--- config.mk ---
export PLATFORM = sky130hd
export DESIGN_NAME = ultrasonido_multicanal
export DESIGN_NICKNAME = d
export VERILOG_FILES = /design/src/rtl/ultrasonido_multicanal.sv
export SDC_FILE = /design/constraint.sdc
export NUM_CORES = 1
export LEC_CHECK = 0
export BUFFER_PORTS_ARGS = -buffer_cell sky130_fd_sc_hd__buf_2
export CELL_PAD_IN_SITES_DETAIL_PLACEMENT = 0
export CELL_PAD_IN_SITES_GLOBAL_PLACEMENT = 1
export CORE_AREA = 2 2 118 120
export DETAILED_ROUTE_END_ITERATION = 10
export DIE_AREA = 0 0 120 122
export GPL_TIMING_DRIVEN = 0
export PLACE_DENSITY = 0.74
export SYNTH_ARGS = -nofsm -noshare
export SYNTH_HDL_FRONTEND = slang
export SYNTH_SLANG_ARGS = --single-unit
--- constraint.sdc ---
create_clock -name clk -period 3.6 [get_ports clk]
set_input_delay 0.54 -clock clk [delete_from_list [all_inputs] [get_ports clk]]
set_output_delay 0.54 -clock clk [all_outputs]
set_load 0.01 [all_outputs]
--- src/rtl/ultrasonido_multicanal.sv ---
// Multi-channel trigger/echo ultrasonic ranger controller with a 1 us tick prescaler.
// It sweeps the enabled channels in ascending order and reports each echo width in ticks, or a timeout.
module ultrasonido_multicanal #(
   parameter int unsigned N_CH       = 4,
   parameter int unsigned TICK_DIV   = 50,
   parameter int unsigned TRIG_US    = 10,
   parameter int unsigned TIMEOUT_US = 30000,
   parameter int unsigned HOLDOFF_US = 60000,
   parameter int unsigned CNT_W      = 16
) (
   input  logic                                       clk,
   input  logic                                       reset,
   input  logic                                       orden,
   input  logic                                       continuo,
   input  logic [N_CH-1:0]                            ch_mask,
   input  logic [N_CH-1:0]                            echo,
   output logic [N_CH-1:0]                            trigger,
   output logic                                       ENABLE,
   output logic [((N_CH > 1) ? $clog2(N_CH) : 1)-1:0] ch_id,
   output logic [CNT_W-1:0]                           dist_us,
   output logic                                       valid,
   output logic                                       timeout
);

   localparam int unsigned      CH_W      = (N_CH > 1) ? $clog2(N_CH) : 1;
   localparam int unsigned      PRE_W     = $clog2(TICK_DIV);
   localparam logic [PRE_W-1:0] PRE_LAST  = PRE_W'(TICK_DIV - 1);
   localparam logic [CNT_W-1:0] TRIG_C    = CNT_W'(TRIG_US);
   localparam logic [CNT_W-1:0] TIMEOUT_C = CNT_W'(TIMEOUT_US);
   localparam logic [CNT_W-1:0] HOLDOFF_C = CNT_W'(HOLDOFF_US);

   typedef enum logic [2:0] {IDLE, TRIG, WAIT_ECHO, MEASURE, HOLDOFF} state_t;

   state_t           state_q, state_d;
   logic [PRE_W-1:0] pre_q, pre_d;
   logic [CNT_W-1:0] cnt_q, cnt_d;
   logic [CNT_W-1:0] w_q, w_d;
   logic [CNT_W-1:0] dist_q, dist_d;
   logic [N_CH-1:0]  sync1_q, sync1_d;
   logic [N_CH-1:0]  sync2_q, sync2_d;
   logic [N_CH-1:0]  hist_q, hist_d;
   logic [N_CH-1:0]  trigger_q, trigger_d;
   logic [CH_W-1:0]  ch_q, ch_d;
   logic             enable_q, enable_d;
   logic             valid_q, valid_d;
   logic             timeout_q, timeout_d;

   logic             tick, rise, fall;
   logic [CNT_W-1:0] t_inc, w_inc;
   logic             low_found, above_found;
   logic [CH_W-1:0]  low_idx, above_idx;

   always_comb begin
      low_found   = 1'b0;
      low_idx     = '0;
      above_found = 1'b0;
      above_idx   = '0;
      // Descending scan so the last hit is the lowest qualifying index.
      for (int unsigned i = N_CH; i > 0; i--) begin
         if (ch_mask[i-1]) begin
            low_found = 1'b1;
            low_idx   = CH_W'(i - 1);
            if ((i - 1) > 32'(ch_q)) begin
               above_found = 1'b1;
               above_idx   = CH_W'(i - 1);
            end
         end
      end
   end

   always_comb begin
      tick  = (pre_q == PRE_LAST);
      t_inc = (tick && (cnt_q != '1)) ? cnt_q + 1'b1 : cnt_q;
      w_inc = (tick && (w_q != '1)) ? w_q + 1'b1 : w_q;
      rise  = sync2_q[ch_q] & ~hist_q[ch_q];
      fall  = ~sync2_q[ch_q] & hist_q[ch_q];

      state_d   = state_q;
      pre_d     = tick ? '0 : pre_q + 1'b1;
      cnt_d     = cnt_q;
      w_d       = w_q;
      dist_d    = dist_q;
      sync1_d   = echo;
      sync2_d   = sync1_q;
      hist_d    = sync2_q;
      trigger_d = trigger_q;
      ch_d      = ch_q;
      valid_d   = 1'b0;
      timeout_d = timeout_q;

      unique case (state_q)
         IDLE: begin
            if (orden && low_found) begin
               state_d            = TRIG;
               ch_d               = low_idx;
               trigger_d          = '0;
               trigger_d[low_idx] = 1'b1;
               pre_d              = '0;
               cnt_d              = '0;
            end
         end
         TRIG: begin
            cnt_d = t_inc;
            if (t_inc >= TRIG_C) begin
               state_d   = WAIT_ECHO;
               trigger_d = '0;
               pre_d     = '0;
               cnt_d     = '0;
            end
         end
         WAIT_ECHO: begin
            cnt_d = t_inc;
            if (t_inc >= TIMEOUT_C) begin
               state_d   = HOLDOFF;
               dist_d    = '0;
               timeout_d = 1'b1;
               valid_d   = 1'b1;
               pre_d     = '0;
               cnt_d     = '0;
            end else if (rise) begin
               state_d = MEASURE;
               pre_d   = '0;
               w_d     = '0;
            end
         end
         MEASURE: begin
            cnt_d = t_inc;
            w_d   = w_inc;
            if (fall || (t_inc >= TIMEOUT_C)) begin
               state_d   = HOLDOFF;
               dist_d    = fall ? w_inc : '0;
               timeout_d = ~fall;
               valid_d   = 1'b1;
               pre_d     = '0;
               cnt_d     = '0;
            end
         end
         HOLDOFF: begin
            cnt_d = t_inc;
            if (t_inc >= HOLDOFF_C) begin
               pre_d = '0;
               cnt_d = '0;
               if (above_found || (continuo && low_found)) begin
                  state_d            = TRIG;
                  ch_d               = above_found ? above_idx : low_idx;
                  trigger_d          = '0;
                  trigger_d[ch_d]    = 1'b1;
               end else begin
                  state_d = IDLE;
               end
            end
         end
         default: state_d = IDLE;
      endcase

      enable_d = (state_d != IDLE);
   end

   always_ff @(posedge clk or negedge reset) begin
      if (!reset) begin
         state_q   <= IDLE;
         pre_q     <= '0;
         cnt_q     <= '0;
         w_q       <= '0;
         dist_q    <= '0;
         sync1_q   <= '0;
         sync2_q   <= '0;
         hist_q    <= '0;
         trigger_q <= '0;
         ch_q      <= '0;
         enable_q  <= 1'b0;
         valid_q   <= 1'b0;
         timeout_q <= 1'b0;
      end else begin
         state_q   <= state_d;
         pre_q     <= pre_d;
         cnt_q     <= cnt_d;
         w_q       <= w_d;
         dist_q    <= dist_d;
         sync1_q   <= sync1_d;
         sync2_q   <= sync2_d;
         hist_q    <= hist_d;
         trigger_q <= trigger_d;
         ch_q      <= ch_d;
         enable_q  <= enable_d;
         valid_q   <= valid_d;
         timeout_q <= timeout_d;
      end
   end

   assign trigger = trigger_q;
   assign ENABLE  = enable_q;
   assign ch_id   = ch_q;
   assign dist_us = dist_q;
   assign valid   = valid_q;
   assign timeout = timeout_q;

endmodule

==> results.py, run 1 <==
metrics = {
    "detailed_routing": {
        "drc": 0,
        "dr.pass1.iters": 5,
        "viasPerCell": 5.575,
        "dr_total_vias": 4103,
        "drt_iter0_drc": 239,
        "drtAntennaViolNets": 0,
        "routed_wl_um": 12270,
        "wl_per_cell_um": 16.67,
    },
    "power_and_ir_drop": {
        "powerDensity_nw_per_um2": 581.4,
        "finalPower_mw": 3.252,
        "peakVddDrop_v": 0.0004344,
        "power.leakage_nw": 2.405,
    },
    "yosys": {
        "synth_edf_count": 0,
        "ys_ff_latch": 78,
        "synth_cell_type_count": 64,
        "ys_warn_count": 0,
        "synthesis.area_um2": 4578,
        "async_flop_share_pct": 100.0,
        "synth_cells": 499,
        "yosysSeqAreaShare_pct": 42.63,
        "synth_fp_nets": 515,
        "syn_area_per_cell_um2": 9.175,
        "synth-main-ff-cell": "dfrtp_1",
    },
    "sta": {
        "period_needed_ps": 3480,
        "period_share_pct": 96.67,
        "tightest_slew_ps": 630.7,
        "slew_viol_final": 0,
        "setup_viol": 0,
        "grt_setup_unrepaired": "true",
        "clock.fmax_mhz": 287.3,
        "worst_slew_margin_rel_pct": 57.57,
        "hold_viol": 0,
        "skew_ps": 10.38,
    },
    "worst_hold_path": {
        "hp-class": "in -> async",
    },
    "global_routing": {
        "antenna_found_initial": 0,
        "grt_overflow_total": 0,
        "grt_max_degree": 43,
        "grt_pass1_wl_um": 20210,
        "grtUsageTotal_pct": 17.50,
        "grt_pass1_vias": 3921,
    },
    "layout": {
        "instances_no_fill": 736,
        "areaGrowthSynthToFinish_pct": 22.16,
        "diodes": 0,
        "final_util_pct": 41.42,
        "layout-drive-gt1-share_pct": 20.14,
        "finalInstanceArea_um2": 5593,
        "final_common_cell": "dfrtp_1",
        "final_nets": 567,
        "final_cell_mix": "dfrtp_1 (78), nor2_1 (38), buf_2 (37)",
    },
    "critical_path": {
        "slowest_stage": "or4_4",
        "required_ps": 3870,
        "path_class": "reg -> reg",
        "cpMostUsedCell": "buf_8",
        "crit_chain": "inv_2 -> ha_4 -> or3b_4 -> or4_4 -> buf_8 -> o31a_1 -> o221ai_2 -> a31oi_1 -> nor3b_2 -> nor3_4 -> buf_6 -> buf_8 -> o21bai_1 -> o21ai_1",
        "arrival_ps": 3750,
        "path_max_fanout": 10,
        "crit_path_start_kind": "flip-flop",
        "critPathCaptureType": "flip-flop",
        "r2r_cells": 14,
        "slowest_delay_ps": 550,
    },
    "clocking": {
        "cts_tree": "yes",
        "htreeDepth": 3,
        "cts_made_buffers": 9,
        "clkLatencyLatePin_ps": 350,
        "cts_hold_buffers": 0,
        "clock-sinks": 78,
        "cts.clk_slew.worst_paths_ps": 60,
        "clock_path_buffers": 2,
        "cts-root-buf": "clkbuf_16",
    },
    "job": {
        "drv_cap": 0,
    },
    "place": {
        "placed_cells": 716,
        "dp_hpwl_um": 8882,
        "port_buffers": 36,
        "place_congestion": 0.9304,
        "placed_area_um2": 5006,
    },
    "floorplanning": {
        "start_util_pct": 33.90,
        "die_w_um": 120,
        "die_area_um2": 14640,
        "core_um2": 13500,
        "die_height_um": 122,
        "io_pins": 37,
        "rows": 43,
    },
    "status": {
        "status": "completed",
    },
}
[routing by layer]
metal	up-vias	GRT usage (%)	wire (um)
met5	-	0	0
met4	0	5.809	212
met3	16	4.073	536
met2	107	27.59	5879
met1	1991	23.76	5642
li1	1989	-	-
[cells in the mapped netlist (all sizes together), types with 5 or more instances]
master | instances | area share (%)
or3 | 5 | 0.68
buf | 5 | 0.82
a21oi | 30 | 3.3
mux2 | 5 | 1.2
nand2 | 35 | 2.9
xnor2 | 12 | 2.3
nand2b | 5 | 0.68
a31oi | 7 | 0.96
a41oi | 6 | 1.1
o211ai | 6 | 0.98
o2bb2ai | 5 | 0.96
a21o | 6 | 0.98
o21ai | 31 | 3.5
o211a | 5 | 1.1
and2 | 9 | 1.2
and3 | 8 | 1.1
xor2 | 12 | 2.3
clkbuf | 21 | 1.7
nand4 | 15 | 2.0
nand3 | 22 | 2.4
a22o | 15 | 2.9
nor3 | 27 | 3.4
nor4 | 5 | 1.0
inv | 15 | 1.2
nor2b | 7 | 0.96
dfrtp | 78 | 43
and4 | 5 | 0.96
nor2 | 40 | 3.3
[power by group]
group	internal [mW]	switching (mW)	total, mW
clock network	0.539	0.377	0.916
registers	0.980	0.112	1.09
logic	0.447	0.797	1.24
total	1.97	1.29	3.25
[logic make-up (layout without fill, tap and decap cells)]
logic type	Yosys count	after routing	synth area share, %
adder cells (fa/ha/maj)	4	4	1.093
AND/OR/NAND/NOR	195	195	22.88
AO/OA/AOI/OAI	148	148	22.38
buffers and inverters	41	98	3.771
multiplexers	9	9	2.651
XOR/XNOR	24	24	4.591
flip-flops	78	78	42.63
[registers in the layout (all words and copies together) (netlist names)]
| signal | cells |
|---|---|
| w_q | 16 |
| dist_us | 16 |
| cnt_q | 16 |
| hist_q | 4 |
| state_q | 3 |
| hist_d | 4 |
| sync1_q | 4 |
| valid | 1 |
| trigger | 4 |
| pre_q | 6 |
| ch_id | 2 |
| ENABLE | 1 |
| timeout | 1 |
[final timing paths]
kind	startpoint	endpoint	slack, ps
max in group asynchronous	reset	dist_us[5]	2860
min in group clk	echo[0]	sync1_q[0]	300
hold reg to reg	sync1_q[1]	hist_d[1]	350
setup / recovery	pre_q[1]	cnt_q[9]	120
hold / removal	reset	cnt_q[7]	150
setup reg to reg	pre_q[1]	cnt_q[9]	120
[worst max-delay path, delay by kind of cell, from the launching register on]
| kind | cells | cell delay (ps) |
|---|---|---|
| AOI/OAI and AO/OA | 5 | 890 |
| adders and majority gates | 1 | 130 |
| DFF | 1 | 410 |
| buffers and inverters | 4 | 540 |
| and+or+nand+nor | 4 | 1420 |
[through the flow]
stage	hold WS, ps	setup WS [ps]	TNS (ps)
after floorplan	244.4	326.8	0
after global placement	332.1	-487.6	-11540
after detailed placement	337.0	-437.0	-9855
after CTS	164.3	0.1568	0
after global routing	193.1	-23.02	-29.61
final	150.8	119.8	0
[final cells by class]
cell class | instances | area [um2]
flip-flops and latches | 78 | 1952
repair buffers | 43 | 251.5
inverters | 15 | 56.30
well taps | 180 | 225.2
clock buffers | 9 | 225.2
multi-input cells | 380 | 2688
fillers | 1310 | 7911
plain buffers | 24 | 123.9
clock inverters | 7 | 71.32
[repair_timing]
| action | in CTS | in global routing |
|---|---|---|
| setup endpoints to repair | 54 | 48 |
| buffers inserted | 4 | 2 |
| gates cloned | 0 | 0 |
| pin swaps | 3 | 7 |
| resized for setup | 15 | 38 |
(Power assumes the default switching activity.)
==> inputs of run 2 (changes only) <==
- RECOVER_POWER: unset -> 50
- SLEW_MARGIN: unset -> 20
==> results.py, run 2 (synthesized netlist as in run 1, its figures left out) <==
metrics = {
    "global_routing": {
        "grtUsageTotal_pct": 17.50,
        "grt_overflow_total": 0,
        "grt_pass1_vias": 3921,
        "grt_pass1_wl_um": 20210,
        "antenna_found_initial": 0,
        "grt_max_degree": 43,
    },
    "layout": {
        "regArea_um2": 1952,
        "areaGrowthSynthToFinish_pct": 21.75,
        "final_common_cell": "dfrtp_1",
        "layout-drive-gt1-share_pct": 19.96,
        "fillCellCount": 1313,
        "diodes": 0,
        "multiInputGateArea_um2": 2688,
        "final_nets": 567,
        "final_cell_mix": "dfrtp_1 (78), nor2_1 (38), buf_2 (37)",
    },
    "sta": {
        "tightest_slew_ps": 1967,
        "period_share_pct": 96.74,
        "period_needed_ps": 3483,
        "clock.fmax_mhz": 287.1,
        "slew_viol_final": 38,
        "skew_ps": 7.678,
        "setup_viol": 0,
        "grt_setup_unrepaired": "true",
        "fin_tns_setup_ps": 0,
        "hold_viol": 0,
        "worst_slew_margin_rel_pct": -31.12,
    },
    "critical_path": {
        "path_max_fanout": 10,
        "required_ps": 3870,
        "path_class": "reg -> reg",
        "crit_chain": "inv_2 -> ha_4 -> or3b_4 -> or4_4 -> buf_8 -> o31a_1 -> o221ai_2 -> a31oi_1 -> nor3b_2 -> nor3_4 -> buf_6 -> buf_8 -> o21bai_1 -> o21ai_1",
        "cpMostUsedCell": "buf_8",
        "slowest_delay_ps": 550,
        "r2r_cells": 14,
        "r2r-start": "pre_q[1]",
        "crit_path_start_kind": "flip-flop",
        "arrival_ps": 3750,
        "slowest_stage": "or4_4",
        "critPathCaptureType": "flip-flop",
        "r2r_slack_ps": 120,
        "path_delay_family": "simple AND/OR/NAND/NOR gates",
        "rr_endpoint": "cnt_q[9]",
        "path_buf_inv": 4,
    },
    "detailed_routing": {
        "drc": 0,
        "viasPerCell": 5.568,
        "routed_wl_um": 12270,
        "drtAntennaViolNets": 0,
        "drt_iter0_drc": 248,
        "wl_per_cell_um": 16.67,
        "dr_total_vias": 4098,
        "dr.pass1.iters": 5,
    },
    "floorplanning": {
        "io_pins": 37,
        "die_height_um": 122,
        "start_util_pct": 33.90,
        "rows": 43,
        "die_area_um2": 14640,
        "core_um2": 13500,
        "die_w_um": 120,
    },
    "worst_hold_path": {
        "hp-class": "in -> reg",
        "hold_depth": 1,
        "holdPathEnd": "sync1_q[0]",
        "hold_start": "echo[0]",
    },
    "clocking": {
        "htreeDepth": 3,
        "clkLatencyLatePin_ps": 350,
        "clock_path_buffers": 2,
        "clock-sinks": 78,
        "cts.clk_slew.worst_paths_ps": 60,
        "cts-root-buf": "clkbuf_16",
        "cts_tree": "yes",
        "cts_hold_buffers": 0,
        "cts_made_buffers": 9,
    },
    "power_and_ir_drop": {
        "p_clk_share_pct": 28.2,
        "pwr-share-seq_pct": 33.6,
        "finalPower_mw": 3.248,
        "p_sw_share_pct": 39.55,
        "p_sw_mw": 1.284,
        "powerDensity_nw_per_um2": 582.6,
        "power.leakage_nw": 2.396,
        "p_comb_share_pct": 38.2,
        "p_int_mw": 1.963,
        "peakVddDrop_v": 0.0004338,
    },
    "place": {
        "dp_hpwl_um": 8882,
        "port_buffers": 36,
        "place_congestion": 0.9304,
    },
    "job": {
        "drv_cap": 1,
    },
    "status": {
        "status": "finished, violations left",
        "violations": "max-capacitance violations, max-slew violations",
    },
}
-- run 2: cell count changes in the layout (fill, tap and decap cells not counted), sizes merged --
cell,delta
buf,-2
clkbuf,+2
-- run 2: stage by stage --
step	hold slack (ps)	cell area, um2	worst slack [ps]	cells	utilization (%)
final	295.1	5574	117.3	736	41.28
after global routing	279.5	5574	-23.02	736	41.28
after CTS	164.3	5400	0.1568	736	39.99
after detailed placement	337.0	5006	-437.0	716	37.07
after global placement	332.1	4984	-487.6	715	36.90
after floorplan	244.4	4578	326.8	499	-
-- run 2: per-layer routing --
layer	wire, um	vias up	GRT usage [%]
li1	-	1991	-
met3	538	18	4.073
met2	5879	101	27.59
met4	224	0	5.809
met5	0	-	0
met1	5623	1988	23.76
-- run 2: power groups by stage --
stage | Clock, mW | Sequential, mW | Combinational, mW
after global placement | 0 | 1.10 | 1.08
after detailed placement | 0 | 1.10 | 1.09
final | 0.916 | 1.09 | 1.24
after CTS | 0.948 | 1.09 | 1.14
after floorplan | 0 | 1.09 | 0.738
after global routing | 0.982 | 1.11 | 1.35
-- run 2: worst register-to-register path, cell delays in order, from the launching register on --
cell      delay [ps]
dfrtp_1          410
inv_2             80
ha_4             130
or3b_4           380
or4_4            550
buf_8            160
o31a_1           290
o221ai_2         260
a31oi_1          100
nor3b_2          430
nor3_4            70
buf_6            150
buf_8            150
o21bai_1         170
o21ai_1           80
-- run 2: worst max-delay path by stage --
stage	endpoint	cells after the start	slack (ps)	startpoint
final	cnt_q[9]	14	120	pre_q[1]
after global routing	ENABLE	11	-20	pre_q[1]
after CTS	cnt_q[6]	14	0.2	pre_q[1]
after detailed placement	dist_us[10]	12	-440	pre_q[1]
after global placement	dist_us[9]	12	-490	pre_q[1]
after floorplan	ENABLE	11	330	pre_q[1]
-- run 2: what timing repair did --
item,4_1_cts,5_1_grt
cloned,0,0
setup endpoints to repair,54,48
resized for setup,15,38
pin swaps,3,7
setup buffers,4,2
-- run 2: cell type report --
cell class | count | share of cell area [%]
Buffer | 24 | 2.222
Clock buffer | 9 | 4.040
Clock inverter | 7 | 1.279
Inverter | 15 | 1.010
Multi-Input combinational cell | 380 | 48.22
Sequential cell | 78 | 35.02
Tap cell | 180 | 4.040
Timing Repair Buffer | 43 | 4.175
==> inputs of run 3 (changes only) <==
- BUFFER_PORTS_ARGS: -buffer_cell sky130_fd_sc_hd__buf_2 -> unset
- DONT_BUFFER_PORTS: unset -> 1
- PLACE_DENSITY: 0.74 -> 0.71
==> results.py, run 3 (synthesized netlist as in run 1, its figures left out) <==
metrics = {
    "detailed_routing": {
        "dr_total_vias": 4055,
        "drc": 0,
        "drtAntennaViolNets": 0,
        "wl_per_cell_um": 17.48,
        "viasPerCell": 5.736,
        "dr.pass1.iters": 5,
        "drt_iter0_drc": 325,
        "routed_wl_um": 12360,
    },
    "sta": {
        "fin_tns_setup_ps": 0,
        "tightest_slew_ps": 1941,
        "clock.fmax_mhz": 283.4,
        "fin_ws_ps": 71.47,
        "slew_viol_final": 79,
        "worst_slew_margin_rel_pct": -29.41,
        "hold_viol": 0,
        "period_needed_ps": 3529,
        "skew_ps": 8.538,
        "setup_viol": 0,
        "period_share_pct": 98.01,
        "grt_setup_unrepaired": "true",
    },
    "place": {
        "place_ws_ps": -715.4,
        "placed_cells": 679,
        "dp_hpwl_um": 8683,
        "place_congestion": 0.8749,
        "placed_area_um2": 4803,
        "port_buffers": 0,
    },
    "worst_hold_path": {
        "holdPathEnd": "sync1_q[3]",
        "hold_start": "echo[3]",
        "hold_depth": 0,
        "hp-class": "in -> reg",
    },
    "global_routing": {
        "antenna_found_initial": 0,
        "grt_overflow_total": 0,
        "grt_pass1_wl_um": 20250,
        "met3_usage_pct": 4.167,
        "met1_usage_pct": 23.52,
        "top_usage_layer": "met2",
        "grtUsageTotal_pct": 17.65,
        "grtUsageMet2_pct": 27.10,
        "grt_max_degree": 79,
        "grt_pass1_vias": 3943,
    },
    "critical_path": {
        "crit_cells": 14,
        "r2r-start": "pre_q[1]",
        "slowest_delay_ps": 500,
        "path_delay_family": "simple AND/OR/NAND/NOR gates",
        "crit_chain": "inv_1 -> ha_2 -> or3b_4 -> or4_4 -> buf_8 -> nor4_4 -> o221ai_2 -> nor4_4 -> nor3b_4 -> nor3_4 -> buf_12 -> buf_12 -> o21ai_1 -> mux2_2",
        "rr_endpoint": "cnt_q[0]",
        "path_class": "reg -> reg",
        "arrival_ps": 3760,
        "required_ps": 3830,
        "r2r_cells": 14,
        "crit_path_start_kind": "flip-flop",
        "slowest_stage": "or4_4",
        "r2r_slack_ps": 70,
        "startpoint": "pre_q[1]",
        "path_max_fanout": 8,
        "critPathCaptureType": "flip-flop",
        "path_buf_inv": 4,
    },
    "layout": {
        "final_cell_mix": "dfrtp_1 (78), nor2_1 (35), nand2_1 (34)",
        "finalInstanceArea_um2": 5416,
        "fillCellCount": 1303,
        "layout-drive-gt1-share_pct": 14.99,
        "final_nets": 538,
        "areaGrowthSynthToFinish_pct": 18.31,
        "final_util_pct": 40.11,
        "diodes": 0,
        "final_common_cell": "dfrtp_1",
        "instances_no_fill": 707,
    },
    "status": {
        "violations": "max-capacitance violations, max-slew violations",
        "status": "finished, violations left",
    },
    "clocking": {
        "htreeDepth": 3,
        "cts_made_buffers": 9,
        "cts-root-buf": "clkbuf_16",
        "cts.clk_slew.worst_paths_ps": 60,
        "clkLatencyLatePin_ps": 350,
        "clock_path_buffers": 2,
        "cts_tree": "yes",
        "clock-sinks": 78,
    },
    "power_and_ir_drop": {
        "power.leakage_nw": 2.253,
        "powerDensity_nw_per_um2": 597.6,
        "peakVddDrop_v": 0.0004198,
    },
    "floorplanning": {
        "die_height_um": 122,
        "io_pins": 37,
        "core_um2": 13500,
        "die_area_um2": 14640,
        "rows": 43,
        "start_util_pct": 33.90,
        "die_w_um": 120,
    },
    "job": {
        "drv_cap": 1,
    },
}
[run 3: final cells by class]
cell class / instances / area (um2) / area share, %
buffer: 23 / 116.4 / 2.148
clock buffer: 9 / 225.2 / 4.158
clock inverter: 7 / 77.57 / 1.432
inverter: 15 / 56.30 / 1.040
multi-input combinational: 380 / 2611 / 48.21
sequential: 78 / 1952 / 36.04
tap: 180 / 225.2 / 4.158
timing repair buffer: 15 / 152.6 / 2.818
[run 3: report_power, final]
part | switching [mW] | internal (mW)
sequential | 0.141 | 0.980
combinational | 0.740 | 0.442
clock | 0.387 | 0.545
total | 1.27 | 1.97
[run 3: layer usage]
metal  vias up  part of all wire (%)
met5         -                     0
met1      1999                    46
met4         0                   2.1
met2       106                    47
met3        23                   4.5
li1       1927                     -
[run 3: metrics by stage]
step           power [mW]  hold slack (ps)
3_5_place_dp        2.128            249.4
5_1_grt             3.441            201.0
4_1_cts             3.162            92.07
3_3_place_gp        2.121            249.5
2_1_floorplan       1.829            244.4
6_report            3.237            219.4
[run 3: what timing repair did]
action / in CTS / in global routing
hold endpoints to repair: 78 / 0
cloned: 0 / 1
gates resized for setup: 18 / 23
hold buffers: 1 / 0
setup endpoints to repair: 61 / 41
setup buffers: 4 / 9
pin swaps: 6 / 16
[run 3: worst max path at each step]
stage,end,slack (ps)
final,cnt_q[0],70
after global placement,dist_us[10],-680
after floorplan,ENABLE,330
after detailed placement,dist_us[11],-720
after global routing,cnt_q[0],-90
after CTS,ENABLE,-40
